===== src/rtl/fp32_mul_normround.sv =====
// -----------------------------------------------------------------------------
// fp32_mul_normround
//   Back end of the FP32 multiply path. It takes the raw 2*(MAN_W+1)-bit
//   significand product from the Karatsuba mantissa multiplier, together with
//   the sign, rebiased exponent and operand-class flags that were combined
//   upstream. It then normalises, rounds to nearest-even and packs a binary32
//   result.
//
//   The block is an elastic two-stage pipeline with valid/ready on both sides.
//   It has full throughput and a latency of 2 cycles. Stage 1 normalises the
//   product. Stage 2 rounds, range-checks and packs the result.
//
// Ports
//   clkn_i       clock (all flops on the rising edge)
//   rstn_i       asynchronous active-low reset
//   in_valid_i   input beat valid
//   in_ready_o   stage 1 can accept (combinational from out_ready_i)
//   prod_i       unsigned 1.x * 1.x significand product, PW bits
//   sign_i       sign_a ^ sign_b
//   exp_i        signed ea+eb-BIAS, EXP_W+2 bits
//   is_zero_i    an operand is zero / flushed denormal
//   is_inf_i     an operand is infinite
//   is_nan_i     an operand is NaN, or inf*zero
//   out_valid_o  result valid
//   out_ready_i  consumer accepts
//   result_o     {sign, exp, mantissa}
//   flags_o      {overflow, underflow, inexact}, for this beat only
// -----------------------------------------------------------------------------
module fp32_mul_normround #(
    parameter int EXP_W = 8,
    parameter int MAN_W = 23,
    parameter int BIAS  = 127
) (
    input  logic                     clkn_i,
    input  logic                     rstn_i,
    input  logic                     in_valid_i,
    output logic                     in_ready_o,
    input  logic [2*(MAN_W+1)-1:0]   prod_i,
    input  logic                     sign_i,
    input  logic [EXP_W+1:0]         exp_i,
    input  logic                     is_zero_i,
    input  logic                     is_inf_i,
    input  logic                     is_nan_i,
    output logic                     out_valid_o,
    input  logic                     out_ready_i,
    output logic [EXP_W+MAN_W:0]     result_o,
    output logic [2:0]               flags_o
);

    localparam int PW = 2 * (MAN_W + 1);
    // One guard bit above the EXP_W+2 input width. The +1 from normalising
    // and the +1 from a rounding carry therefore can never wrap, even for
    // the largest input exponent.
    localparam int EW = EXP_W + 3;
    // All-ones biased exponent (inf/NaN encoding, and the overflow threshold).
    localparam int EXP_ALL1 = 2 * BIAS + 1;
    localparam logic signed [EW-1:0] E_OVF = EW'(EXP_ALL1);
    localparam logic [EXP_W+MAN_W:0] QNAN =
        {1'b0, EXP_W'(EXP_ALL1), 1'b1, {(MAN_W-1){1'b0}}};

    typedef struct packed {
        logic                    sign;
        logic                    zero;
        logic                    inf;
        logic                    nan;
        logic signed [EW-1:0]    e;
        logic [MAN_W-1:0]        mant;
        logic                    g;
        logic                    s;
    } s1_t;

    // ---------------------------------------------------------------- handshake
    logic v1_q, v1_d;
    logic v2_q, v2_d;
    logic adv1, adv2;

    assign adv2       = !v2_q || out_ready_i;
    assign adv1       = !v1_q || adv2;
    assign in_ready_o = adv1;

    // ---------------------------------------------------------------- stage 1
    s1_t                  s1_n, s1_d, s1_q;
    logic                 top;
    logic signed [EW-1:0] e_ext;

    assign top   = prod_i[PW-1];
    assign e_ext = EW'(signed'(exp_i));

    always_comb begin
        s1_n      = '0;
        s1_n.sign = sign_i;
        s1_n.zero = is_zero_i;
        s1_n.inf  = is_inf_i;
        s1_n.nan  = is_nan_i;
        if (top) begin
            // The product is in [2,4): drop the leading 1 at PW-1 and bump the exponent.
            s1_n.mant = prod_i[PW-2 -: MAN_W];
            s1_n.g    = prod_i[PW-2-MAN_W];
            s1_n.s    = |prod_i[PW-3-MAN_W:0];
            s1_n.e    = e_ext + EW'(1);
        end else begin
            s1_n.mant = prod_i[PW-3 -: MAN_W];
            s1_n.g    = prod_i[PW-3-MAN_W];
            s1_n.s    = |prod_i[PW-4-MAN_W:0];
            s1_n.e    = e_ext;
        end
    end

    always_comb begin
        v1_d = v1_q;
        s1_d = s1_q;
        if (adv1) begin
            v1_d = in_valid_i;
            if (in_valid_i) s1_d = s1_n;
        end
    end

    always_ff @(posedge clkn_i or negedge rstn_i) begin
        if (!rstn_i) begin
            v1_q <= 1'b0;
            s1_q <= '0;
        end else begin
            v1_q <= v1_d;
            s1_q <= s1_d;
        end
    end

    // ---------------------------------------------------------------- stage 2
    logic                    rnd_up;
    logic                    carry;
    logic [MAN_W-1:0]        mant_r;
    logic signed [EW-1:0]    e_r;
    logic                    inexact;
    logic [EXP_W+MAN_W:0]    res_n, res_d, res_q;
    logic [2:0]              flg_n, flg_d, flg_q;

    // Round to nearest-even. An all-ones mantissa carries out and leaves
    // mant_r at zero, which is exactly the renormalised value after the exponent bump.
    assign rnd_up          = s1_q.g && (s1_q.s || s1_q.mant[0]);
    assign {carry, mant_r} = {1'b0, s1_q.mant} + (MAN_W+1)'(rnd_up);
    assign e_r             = s1_q.e + EW'(carry);
    assign inexact         = s1_q.g || s1_q.s;

    always_comb begin
        res_n = '0;
        flg_n = '0;
        if (s1_q.nan) begin
            res_n = QNAN;
        end else if (s1_q.inf) begin
            res_n = {s1_q.sign, EXP_W'(EXP_ALL1), {MAN_W{1'b0}}};
        end else if (s1_q.zero) begin
            res_n = {s1_q.sign, {(EXP_W+MAN_W){1'b0}}};
        end else if (e_r >= E_OVF) begin
            res_n = {s1_q.sign, EXP_W'(EXP_ALL1), {MAN_W{1'b0}}};
            flg_n = 3'b101;
        end else if (e_r <= 0) begin
            // No subnormal output: flush to a signed zero.
            res_n = {s1_q.sign, {(EXP_W+MAN_W){1'b0}}};
            flg_n = 3'b011;
        end else begin
            res_n = {s1_q.sign, e_r[EXP_W-1:0], mant_r};
            flg_n = {2'b00, inexact};
        end
    end

    // The output registers only move on adv2. They therefore hold while stalled.
    always_comb begin
        v2_d  = v2_q;
        res_d = res_q;
        flg_d = flg_q;
        if (adv2) begin
            v2_d = v1_q;
            if (v1_q) begin
                res_d = res_n;
                flg_d = flg_n;
            end
        end
    end

    always_ff @(posedge clkn_i or negedge rstn_i) begin
        if (!rstn_i) begin
            v2_q  <= 1'b0;
            res_q <= '0;
            flg_q <= '0;
        end else begin
            v2_q  <= v2_d;
            res_q <= res_d;
            flg_q <= flg_d;
        end
    end

    assign out_valid_o = v2_q;
    assign result_o    = res_q;
    assign flags_o     = flg_q;

endmodule


===== config.mk =====
export PLATFORM = sky130hd
export DESIGN_NAME = fp32_mul_normround
export DESIGN_NICKNAME = d
export VERILOG_FILES = /design/src/rtl/fp32_mul_normround.sv
export SDC_FILE = /design/constraint.sdc
export NUM_CORES = 1
export LEC_CHECK = 0
export BUFFER_PORTS_ARGS = -buffer_cell sky130_fd_sc_hd__buf_2
export CORE_MARGIN = 4
export CORE_UTILIZATION = 34
export DETAILED_ROUTE_END_ITERATION = 12
export PLACE_DENSITY = 0.52
export REMOVE_ABC_BUFFERS = 1
export SYNTH_ARGS = -nofsm -noshare
export SYNTH_HDL_FRONTEND = slang
export SYNTH_SLANG_ARGS = --single-unit
export TNS_END_PERCENT = 5

===== constraint.sdc =====
create_clock -name clkn_i -period 9 [get_ports clkn_i]
set_input_delay 0.9 -clock clkn_i [delete_from_list [all_inputs] [get_ports clkn_i]]
set_output_delay 0.9 -clock clkn_i [all_outputs]
set_load 0.01 [all_outputs]

==> impl_metrics.env, run 1 <==
export IMPL_status="finished clean"
export IMPL_hold_viol_final=0
export IMPL_post_cts_buffers=0
export IMPL_critPathArrivalTime_ps=4390
export IMPL_start_util_pct=35.14
export IMPL_wl_per_cell_um=14.95
export IMPL_hold_slack_ps=469.8
export IMPL_num_antenna_cells=0
export IMPL_r2r_start="s1_q[1]"
export IMPL_drtAntennaViolNets=0
export IMPL_ys_warn_count=0
export IMPL_die_w_um=119.9
export IMPL_dieHeight_um=119.9
export IMPL_hold_start="result_o[31]"
export IMPL_cts_htree_levels=3
export IMPL_synthAdderAreaFrac_pct=1.470
export IMPL_synthCells=450
export IMPL_clock_path_buffers=2
export IMPL_initialDrtViolationCount=187
export IMPL_synth_xor_area_share_pct=6.996
export IMPL_grt_pass1_vias=3546
export IMPL_cts_root_buf="clkbuf_16"
export IMPL_fin_crit_sh_pct=46.43
export IMPL_fin_util_pct=43.30
export IMPL_ctsResizeCount=0
export IMPL_worst_pin_slew_ps=1116
export IMPL_maxCapViolations=0
export IMPL_synth_compound_area_share_pct=17.55
export IMPL_grt_pass1_wl_um=17530
export IMPL_setup_viol=0
export IMPL_r2r_slack_ps=4820
export IMPL_layout_common_cells="101 x buf_2, 83 x nand2_1, 77 x dfrtp_1"
export IMPL_hold_buffers=0
export IMPL_rsz0062_at_grt="no"
export IMPL_row_count=40
export IMPL_avgViaCountPerCell=5.106
export IMPL_yosys_top_cells_area="dfrtp_1 45%, nand2_1 7.4%, mux2i_1 6.1%"
export IMPL_path_class="reg -> reg"
export IMPL_core_area_um2=12110
export IMPL_design_area_um2=5244
export IMPL_vias=3656
export IMPL_startpoint="s1_q[1]"
export IMPL_place_congestion=0.8356
export IMPL_drc=0
export IMPL_overflow=0
export IMPL_dr_pass1_iters=5
export IMPL_routed_wirelength_um=10700
export IMPL_syn_cell_area_um2=4257
export IMPL_antenna_found_initial=0
export IMPL_layout_commonest_cell="buf_2"
export IMPL_clock_skew_ps=6.742
export IMPL_layout_drive_gt1_share_pct=23.72
export IMPL_io_pins=103
export IMPL_slew_headroom_pct=25.01
export IMPL_netlist_area_leader_share_pct=45.27
export IMPL_postPlaceCellArea_um2=4902
export IMPL_max_freq_mhz=239.3
export IMPL_grt_usage_pct=15.27
export IMPL_synth_top_family_by_area="simple AND/OR/NAND/NOR gates"
export IMPL_grt_max_degree=78
export IMPL_synthArstFlopShare_pct=100.0
export IMPL_die_area_um2=14370
export IMPL_holdCritPathClass="reg -> reg"
export IMPL_period_needed_ps=4179
export IMPL_power_leakage_nw=2.297
export IMPL_min_path_cells=2
export IMPL_crit_required_ps=9210
export IMPL_cp_start_kind="flip-flop"
export IMPL_yosysUniqueCellTypes=47
export IMPL_tritoncts="done"
export IMPL_drv_slew=0
export IMPL_r2r_end="result_o[9]"
export IMPL_synth_seq_cells=77
export IMPL_cp_end_kind="flip-flop"
export IMPL_synth_flop_cell="dfrtp_1"
export IMPL_rr_worst_depth=14
export IMPL_fillers=1213
export IMPL_crit_path_max_fanout=14
export IMPL_clock_sinks=77
export IMPL_synth_simple_area_share_pct=18.52
export IMPL_nNetsFinal=614
export IMPL_place_hpwl_um=7923
export IMPL_holdPathEnd="result_o[31]"
export IMPL_io_buffers=102
export IMPL_ys_seq_area_share_pct=45.27
export IMPL_synth_area_mux_share_pct=7.172
export IMPL_clock_latency_ps=340
export IMPL_avgSynthCellArea_um2=9.459
export IMPL_clk_pin_slew_ps=50
export IMPL_tns_ps=0
export IMPL_synth_edf_count=0
export IMPL_area_delta_synth_final_pct=23.19
export IMPL_powerDensity_nw_per_um2=194.6
export IMPL_yosys_area_top_type="dfrtp_1"
export IMPL_ir_drop_mv=0.09245
export IMPL_cts_buffers_inserted=9
-- state kept, by name (all words and copies together) (netlist names) --
| register | count |
|---|---|
| v1_q | 1 |
| out_valid_o | 1 |
| s1_q | 40 |
| result_o | 32 |
| flags_o | 3 |
-- area by class of cell --
class	count	area, um2	share of cell area [%]
Multi-Input combinational cell	343	2203	42.02
Timing Repair Buffer	105	535.5	10.21
Sequential cell	77	1927	36.75
Tap cell	168	210.2	4.009
Clock buffer	12	246.5	4.701
Clock inverter	4	95.09	1.813
Inverter	7	26.28	0.5011
-- routing by layer --
layer / vias up / track usage [%] / wire, um
li1: 1820 / - / -
met1: 1719 / 20.16 / 4895
met4: 0 / 6.657 / 208
met2: 102 / 24.72 / 5091
met5: - / 0 / 0
met3: 15 / 2.592 / 506
-- Yosys cell counts, types with 4 or more instances --
library cell  count
a21boi_0          4
xor2_1           13
inv_1             7
xnor2_1          21
o31ai_1          23
nand2_1          84
o22a_1            4
nand4_1          12
o311ai_0          4
dfrtp_1          77
mux2i_1          26
nor2_1           16
o21ai_0          47
nor4_1            9
nand3_1          11
mux2_2            4
and3_1            6
clkbuf_1         17
nor3_1            7
o211ai_1          7
ha_1              5
-- stage by stage --
step	total power, mW	cells	setup slack (ps)
after global routing	1.075	716	4525
after detailed placement	0.6154	700	4847
final	1.020	716	4821
after floorplan	0.5335	427	5284
after CTS	1.036	716	4830
after global placement	0.6122	700	4996
-- power breakdown --
part / internal (mW) / switching [mW]
registers: 0.385 / 0.0449
clock network: 0.278 / 0.136
logic: 0.0754 / 0.100
total: 0.739 / 0.281
-- worst max-delay path: stages, from the launching register on --
cell	delay (ps)
dfrtp_1	370
o21a_1	130
ha_1	150
and2_1	210
nand3_1	220
nor3_1	320
and3_1	220
ha_1	220
ha_1	270
nand3_1	110
xor2_1	180
or4_1	590
o41ai_4	610
buf_4	340
o31ai_1	100
-- cells by family after synthesis --
family                   count (synthesis)
XOR/XNOR                                34
multiplexers                            30
adder cells (fa/ha/maj)                  5
buffers and inverters                   30
AO/OA/AOI/OAI                          109
AND/OR/NAND/NOR                        165
flip-flops                              77
-- how the worst max path moves through the flow --
stage	endpoint	slack (ps)
after global routing	result_o[6]	4520
final	result_o[9]	4820
after global placement	result_o[10]	5000
after detailed placement	result_o[9]	4850
after floorplan	flags_o[2]	5280
after CTS	result_o[9]	4830
Note: power is estimated with default switching activity, not from simulation.
==> run 2, diff against run 1 <==
clock period = 3.85 ns   (was 9 ns; I/O delays follow)
==> run 2 against run 1 <==
Compared with the run above:
- hold slack worse by 260 ps
- via count grew 0.49%
- global-route usage is 0.18 points higher
- cell count increased by 1.1%
- sequential share of layout area fell by 0.21 points
- fmax rose by 18%
- clock power up 110%
- routed wire length is 0.52% higher
- cell area up 0.57%
- clock-buffer cell count shrank 1
- largest power group unchanged
- highest routed layer unchanged
==> impl_metrics.env, run 2 (synthesized netlist as in run 1, its figures left out) <==
export IMPL_grt_max_degree=78
export IMPL_path_class="reg -> reg"
export IMPL_cts_htree_levels=3
export IMPL_max_freq_mhz=282.3
export IMPL_overflow=0
export IMPL_hold_viol_final=0
export IMPL_hold_buffers=0
export IMPL_rsz0062_at_grt="no"
export IMPL_layout_commonest_cell="buf_2"
export IMPL_powerDensity_nw_per_um2=432.3
export IMPL_max_flop_register="s1_q"
export IMPL_r2r_start="s1_q[0]"
export IMPL_power_leakage_nw=2.315
export IMPL_critPathArrivalTime_ps=3810
export IMPL_grt_pass1_vias=3596
export IMPL_cts_root_buf="clkbuf_16"
export IMPL_io_pins=103
export IMPL_tritoncts="done"
export IMPL_maxCapViolations=0
export IMPL_crit_required_ps=4120
export IMPL_nNetsFinal=622
export IMPL_drtAntennaViolNets=0
export IMPL_die_area_um2=14370
export IMPL_crit_path_max_fanout=24
export IMPL_dr_pass1_iters=4
export IMPL_io_buffers=102
export IMPL_worst_pin_slew_ps=1118
export IMPL_setup_viol=0
export IMPL_place_congestion=0.8270
export IMPL_cp_end_kind="flip-flop"
export IMPL_grt_usage_pct=15.45
export IMPL_period_needed_ps=3542
export IMPL_layout_common_cells="101 x buf_2, 83 x nand2_1, 77 x dfrtp_1"
export IMPL_clock_latency_ps=340
export IMPL_row_count=40
export IMPL_area_delta_synth_final_pct=23.90
export IMPL_antenna_found_initial=0
export IMPL_tns_ps=0
export IMPL_wl_per_cell_um=14.86
export IMPL_dp_cells=706
export IMPL_r2r_slack_ps=310
export IMPL_holdCritPathClass="in -> async"
export IMPL_core_area_um2=12110
export IMPL_vias=3674
export IMPL_rr_worst_depth=14
export IMPL_grt_pass1_wl_um=17870
export IMPL_drc=0
export IMPL_dieHeight_um=119.9
export IMPL_clock_skew_ps=9.998
export IMPL_place_hpwl_um=8012
export IMPL_clock_sinks=77
export IMPL_die_w_um=119.9
export IMPL_cts_buffers_inserted=9
export IMPL_clk_pin_slew_ps=60
export IMPL_drv_slew=0
export IMPL_avgViaCountPerCell=5.075
export IMPL_initialDrtViolationCount=191
export IMPL_start_util_pct=35.14
export IMPL_fin_crit_sh_pct=91.99
export IMPL_largest_reg_flops=40
export IMPL_slew_headroom_pct=25.28
export IMPL_routed_wirelength_um=10760
export IMPL_clock_path_buffers=2
export IMPL_layout_drive_gt1_share_pct=25.18
export IMPL_fin_cells=724
export IMPL_status="finished clean"
export IMPL_fillers=1245
export IMPL_num_antenna_cells=0
export IMPL_ir_drop_mv=0.1730
export IMPL_cp_start_kind="flip-flop"
export IMPL_r2r_end="flags_o[2]"
==> run 2: changes by cell type in the layout (fill, tap and decap cells not counted), sizes merged <==
| cell | change |
|---|---|
| buf | +8 |
| bufinv | -2 |
| clkinv | +2 |
| clkbuf | -1 |
| clkinvlp | +1 |
==> run 2: how the worst max path moves through the flow <==
stage	start	end	cells after the start
6_report	s1_q[0]	flags_o[2]	14
5_1_grt	s1_q[1]	result_o[4]	14
3_3_place_gp	s1_q[2]	flags_o[2]	14
3_5_place_dp	s1_q[0]	flags_o[2]	14
4_1_cts	s1_q[0]	flags_o[2]	14
2_1_floorplan	s1_q[0]	flags_o[2]	13
==> run 2: per-layer routing <==
metal  part of all wire (%)  up-vias  track usage (%)
met1                     47     1735            20.68
met5                      0        -                0
met4                    1.7        0            6.013
met2                     48       83            25.32
met3                    3.8       12            2.262
li1                       -     1844                -
==> run 2: worst max-delay path, cell delays in order (launching register included) <==
cell	delay (ps)
dfrtp_1	380
o21a_1	140
ha_1	150
and2_1	200
nand3_1	130
nor3_2	230
and3_1	210
ha_1	220
ha_1	240
nand3_1	110
xor2_1	180
or4_1	590
o41ai_4	240
buf_6	270
a32o_1	190
==> run 2: repair_timing <==
action,in CTS,in global routing
gates resized for setup,0,2
endpoints found under the setup margin,0,24
setup buffers,0,2
==> run 2: final cells by class <==
cell class | count | area [um2] | area share, %
Sequential cell | 77 | 1927 | 36.54
Inverter | 7 | 26.28 | 0.4982
Tap cell | 168 | 210.2 | 3.986
Timing Repair Buffer | 113 | 599.3 | 11.36
Clock buffer | 11 | 242.7 | 4.603
Clock inverter | 5 | 60.06 | 1.139
Multi-Input combinational cell | 343 | 2208 | 41.87
==> run 2: where the power goes <==
group | switching, mW | internal, mW | leakage [nW]
Clock | 0.336 | 0.521 | 0.146
Combinational | 0.236 | 0.185 | 1.21
Sequential | 0.102 | 0.900 | 0.958
==> run 2: metrics by stage <==
step	power [mW]	util [%]	worst slack (ps)	hold slack (ps)	cell area (um2)
finish	2.280	43.54	308.3	213.5	5274
global route	2.411	43.54	62.16	289.0	5274
CTS	2.305	43.35	165.1	252.1	5250
detailed placement	1.439	40.85	190.9	462.4	4947
global placement	1.431	40.85	300.2	455.7	4947
floorplan	1.247	-	133.8	89.41	4154
